**config.mk**
```make
export PLATFORM = sky130hd
export DESIGN_NAME = ram_arbiter
export DESIGN_NICKNAME = d
export VERILOG_FILES = /design/src/rtl/zephyr_pkg.sv /design/src/rtl/arb_pick.sv /design/src/rtl/ram_arbiter.sv
export SDC_FILE = /design/constraint.sdc
export NUM_CORES = 1
export LEC_CHECK = 0
export BUFFER_PORTS_ARGS = -buffer_cell sky130_fd_sc_hd__buf_2
export CAP_MARGIN = 20
export CELL_PAD_IN_SITES_DETAIL_PLACEMENT = 0
export CELL_PAD_IN_SITES_GLOBAL_PLACEMENT = 2
export CORE_MARGIN = 2
export CORE_UTILIZATION = 22
export DETAILED_ROUTE_END_ITERATION = 10
export PLACE_DENSITY = 0.73
export SYNTH_ARGS = -nofsm -noshare
export SYNTH_HDL_FRONTEND = slang
export SYNTH_SLANG_ARGS = --single-unit
```
**constraint.sdc**
```tcl
create_clock -name CLK -period 1.3 [get_ports CLK]
set_input_delay 0.26 -clock CLK [delete_from_list [all_inputs] [get_ports CLK]]
set_output_delay 0.26 -clock CLK [all_outputs]
set_load 0.05 [all_outputs]
```
**src/rtl/zephyr_pkg.sv**
```systemverilog
// zephyr_pkg: shared constants and types for the scratch-RAM sequencing logic.
package zephyr_pkg;

    localparam int ADDR_W = 4;
    localparam int DATA_W = 8;

    localparam logic OP_READ  = 1'b0;
    localparam logic OP_WRITE = 1'b1;

    // One transaction walks IDLE -> ACCESS -> DONE -> IDLE.
    typedef enum logic [1:0] {
        IDLE   = 2'd0,
        ACCESS = 2'd1,
        DONE   = 2'd2
    } state_t;

endpackage : zephyr_pkg

```
**src/rtl/arb_pick.sv**
```systemverilog
// arb_pick: combinational request picker. Starting at index ptr and wrapping,
// the first asserted request wins; grant is one-hot (or zero), idx its index.
module arb_pick #(
    parameter int NUM_REQ = 2,
    parameter int IDX_W   = (NUM_REQ > 1) ? $clog2(NUM_REQ) : 1
) (
    input  logic [NUM_REQ-1:0] req,
    input  logic [IDX_W-1:0]   ptr,
    output logic [NUM_REQ-1:0] grant,
    output logic [IDX_W-1:0]   idx
);

    // Scan farthest-from-ptr first so the candidate closest to ptr overwrites last.
    always_comb begin
        // NOTE: every output gets a default before the loop, otherwise the
        // no-request path would infer latches.
        grant = '0;
        idx   = '0;
        for (int k = NUM_REQ - 1; k >= 0; k--) begin
            int j;
            j = (int'(ptr) + k) % NUM_REQ;
            if (req[j]) begin
                grant    = '0;
                grant[j] = 1'b1;
                idx      = IDX_W'(j);
            end
        end
    end

endmodule : arb_pick

```
**src/rtl/ram_arbiter.sv**
```systemverilog
// ram_arbiter: grants one requester at a time onto the single scratch-RAM port,
// performs exactly one access cycle, and returns read data with a one-cycle ACK.
// Build option: define RAM_ARB_ROUND_ROBIN_EN for rotating priority; otherwise
// fixed priority with index 0 highest.
module ram_arbiter #(
    parameter int NUM_REQ = 2,
    parameter int ADDR_W  = zephyr_pkg::ADDR_W,
    parameter int DATA_W  = zephyr_pkg::DATA_W
) (
    input  logic                      CLK,
    input  logic                      RST,
    input  logic [NUM_REQ-1:0]        REQ,
    input  logic [NUM_REQ-1:0]        OP,
    input  logic [NUM_REQ*ADDR_W-1:0] ADDR,
    input  logic [NUM_REQ*DATA_W-1:0] WDATA,
    output logic [NUM_REQ-1:0]        ACK,
    output logic [DATA_W-1:0]         RDATA,
    output logic                      BUSY,
    output logic [ADDR_W-1:0]         RAM_ADDRESS,
    output logic [DATA_W-1:0]         RAM_DATA_IN,
    output logic                      RAM_OPCODE,
    output logic                      RAM_EN,
    input  logic [DATA_W-1:0]         RAM_DATA_OUT
);

    import zephyr_pkg::*;

    localparam int IDX_W = (NUM_REQ > 1) ? $clog2(NUM_REQ) : 1;

    state_t               state_q;
    state_t               state_d;
    logic [NUM_REQ-1:0]   grant;
    logic [IDX_W-1:0]     gnt_idx;
    logic [IDX_W-1:0]     ptr;
    logic [IDX_W-1:0]     win_idx_q;
    logic                 op_q;
    logic [ADDR_W-1:0]    addr_q;
    logic [DATA_W-1:0]    wdata_q;
    logic [DATA_W-1:0]    rdata_q;

    arb_pick #(
        .NUM_REQ (NUM_REQ),
        .IDX_W   (IDX_W)
    ) u_pick (
        .req   (REQ),
        .ptr   (ptr),
        .grant (grant),
        .idx   (gnt_idx)
    );

`ifdef RAM_ARB_ROUND_ROBIN_EN
    logic [IDX_W-1:0] ptr_q;

    // Move the search start just past the requester served in DONE.
    always_ff @(posedge CLK) begin
        if (RST) begin
            ptr_q <= '0;
        end else if (state_q == DONE) begin
            ptr_q <= (win_idx_q == IDX_W'(NUM_REQ - 1)) ? '0 : win_idx_q + IDX_W'(1);
        end
    end

    assign ptr = ptr_q;
`else
    assign ptr = '0;
`endif

    // FSM state register.
    always_ff @(posedge CLK) begin
        // NOTE: state elements use non-blocking assignments so every register
        // samples pre-edge values regardless of block ordering.
        if (RST) state_q <= IDLE;
        else     state_q <= state_d;
    end

    // Next-state: fixed three-cycle walk once a request is seen in IDLE.
    always_comb begin
        state_d = state_q;
        case (state_q)
            IDLE:    if (|grant) state_d = ACCESS;
            ACCESS:  state_d = DONE;
            DONE:    state_d = IDLE;
            default: state_d = IDLE;
        endcase
    end

    // Capture the winner's transaction in IDLE; later input changes are ignored.
    always_ff @(posedge CLK) begin
        if (RST) begin
            win_idx_q <= '0;
            op_q      <= OP_READ;
            addr_q    <= '0;
            wdata_q   <= '0;
        end else if (state_q == IDLE && |grant) begin
            win_idx_q <= gnt_idx;
            op_q      <= OP[gnt_idx];
            addr_q    <= ADDR[gnt_idx*ADDR_W +: ADDR_W];
            wdata_q   <= WDATA[gnt_idx*DATA_W +: DATA_W];
        end
    end

    // Read data is captured at the end of the ACCESS cycle and held until the next read.
    always_ff @(posedge CLK) begin
        if (RST) begin
            rdata_q <= '0;
        end else if (state_q == ACCESS && op_q == OP_READ) begin
            rdata_q <= RAM_DATA_OUT;
        end
    end

    // ACK pulses for the latched winner in DONE; suppressed during reset.
    always_comb begin
        ACK = '0;
        if (state_q == DONE && !RST) ACK[win_idx_q] = 1'b1;
    end

    // The latched registers only change on entry to ACCESS, so the RAM port
    // naturally holds its last values in the other states.
    assign RAM_ADDRESS = addr_q;
    assign RAM_DATA_IN = wdata_q;
    assign RAM_OPCODE  = op_q;
    assign RAM_EN      = (state_q == ACCESS) && !RST;
    assign RDATA       = rdata_q;
    assign BUSY        = (state_q != IDLE);

endmodule : ram_arbiter

```
==> flow_metrics.tcl <==
set metrics [dict create \
    outcome "finished with violations" \
    violations "setup timing" \
    drt-initial-drc-count 24 \
    yosysSeqAreaShare_pct 45.6 \
    core-area_mm2 0.00466 \
    routedWlPerCell_um 12.9 \
    worst-setup-path-type "flop to output port" \
    postLayoutCellArea_mm2 0.00161 \
    dr.pass1.iters 4 \
    finalHoldViolCount 0 \
    cts_made_buffers 3 \
    gp_congestion 0.680 \
    clock_latency_ps 260 \
    drv_slew 0 \
    nFillCells 489 \
    mostFrequentLayoutCell "buf_2" \
    r2r_cells 5 \
    gr-total-overflow 0 \
    final_cell_mix "buf_2 (58), nand2_1 (27), dfxtp_1 (21), a21oi_1 (14), a311oi_1 (11)" \
    grt_pass1_vias 1057 \
    period_minus_slack_ps 1350 \
    worst_pin_slew_ps 252 \
    fp.dieH_um 73.2 \
    cts_hold_buf 0 \
    start_util_pct 22.6 \
    worst_slack_ps -50.5 \
    htreeDepth 1 \
    cts_tree "done" \
    timing.rr.start "state_q[1]" \
    syn-instance-count 117 \
    hold_class "input pin to flop" \
    ant_nets 0 \
    syn-num-nets 155 \
    hold_slack_ps 228 \
    rows 25 \
    leakage_nw 0.739 \
    rr_endpoint "RDATA[0]" \
    holdPathStages 3 \
    grt_first_pass_wirelength_um 4850 \
    cts_root_buf "clkbuf_8" \
    seqCellArea_um2 489 \
    path_clk_slew_ps 80 \
    route.detailed.drc 0 \
    grt_start_max_net_pins 17 \
    nets 222 \
    routed_via_density 4.57 \
    stdcell_count 237 \
    grt_antenna_before_repair 0 \
    power_mw 2.03 \
    ir_worst_vdd_mv 0.417 \
    worstPathRequired_ps 1040 \
    crit_fanout 6 \
    grt_setup_unrepaired "true" \
    die_area_mm2 0.00536 \
    hold_start "RAM_DATA_OUT[1]" \
    end_kind "output port" \
    num_antenna_cells 0 \
    ys_types 23 \
    clk_path_buf_depth 2 \
    routed_wl_um 3060 \
    synth_seq_cells 24 \
    final_util_pct 34.4 \
    maxCapViolations 0 \
    crit_arrival_ps 1090 \
    cts.sinks 24 \
    netlist_area_mm2 0.00105 \
    post_route_cells_drive_above_1_share_pct 48.6 \
    die_w_um 73.2 \
    hold_end "RDATA[1]" \
    grt_use_total_pct 11.6 \
    avgSynthCellArea_um2 9.02 \
    dpl_cell_area_mm2 0.00149 \
    detailed_place_hpwl_um 2340 \
    period_share_pct 104 \
    setup_tns_ps -83.8 \
    clock_skew_ps 0.778 \
    r2r_slack_ps 50 \
    pre_cts_slack_ps 28.2 \
    synth_warnings 0 \
    numPortBuffers 62 \
    syn_to_final_growth_pct 52.2 \
    max_freq_mhz 740 \
    slew_headroom_pct 83.2 \
    powerDensity_mw_per_mm2 1260 \
    multi_input_area_um2 539 \
    dp_cells 231 \
    io_pins 63 \
    setup_viol 2 \
    via_count 1083 \
    crit_path_start_kind "flop" \
]
-- flip-flops by register name, summed over array words and instances, names as in the netlist --
signal and count:
RAM_DATA_IN 8, RDATA 8, state_q 2, RAM_ADDRESS 4, win_idx_q 1, RAM_OPCODE 1
-- area by class of cell --
cell class	count	share of cell area, %
multi-input cells	83	33.6
flip-flops and latches	24	30.5
repair buffers	71	27.9
well taps	54	4.21
clock buffers	4	3.43
inverters	1	0.390
-- power by group --
part           switching (mW)  internal, mW
sequential             0.0456         0.804
clock                   0.240         0.270
combinational           0.434         0.235
total                   0.719          1.31
-- metal layers --
layer	track usage (%)	part of all wire [%]	wire (µm)	vias up
met1	14.2	43	1320	494
met3	2.90	7.4	225	2
met2	20.2	49	1500	44
li1	-	-	-	543
met5	0	0	0	-
met4	3.09	0.39	12	0
-- cells by family after synthesis --
logic type             count (synthesis)  share of synthesized area [%]
DFF                                   24                           45.6
buffers and inverters                 10                           6.17
and+or+nand+nor                       47                           21.6
muxes                                  8                           7.59
AOI/OAI and AO/OA                     28                           19.1
-- worst max-delay path by stage --
stage                          start        to  slack, ps  cells after the start
after detailed placement  state_q[0]  RDATA[6]         30                      4
after floorplan                  RST    RAM_EN        -10                      3
after global routing      state_q[0]    ACK[1]        -90                      2
final                     state_q[0]    ACK[1]        -50                      2
after global placement    state_q[0]  RDATA[4]         80                      4
after CTS                 state_q[0]    ACK[1]        -70                      2
-- synthesized netlist by cell type (all sizes together) --
cell,n,share of area [%]
nand2,27,9.6
dfxtp,24,46
a21oi,14,6.6
a311oi,13,12
nor2,11,4.9
mux2i,8,7.6
buf,7,4.9
nor3b,3,2.6
clkbuf,2,0.71
and2b,1,0.83
and4bb,1,1.2
inv,1,0.59
nand2b,1,0.59
nor3,1,0.47
nor4b,1,0.83
o21ai,1,0.47
or2,1,0.59
-- critical path: stages, from the launching register on --
cell and delay [ps]:
dfxtp_4 380, and4bb_2 290, buf_6 160
-- timing repair --
action | in CTS | in global routing
buffers inserted | 2 | 0
pin swaps | 2 | 3
resized for setup | 11 | 4
cloned | 0 | 0
setup endpoints to repair | 4 | 7
Power figures use the tool's default switching activity.
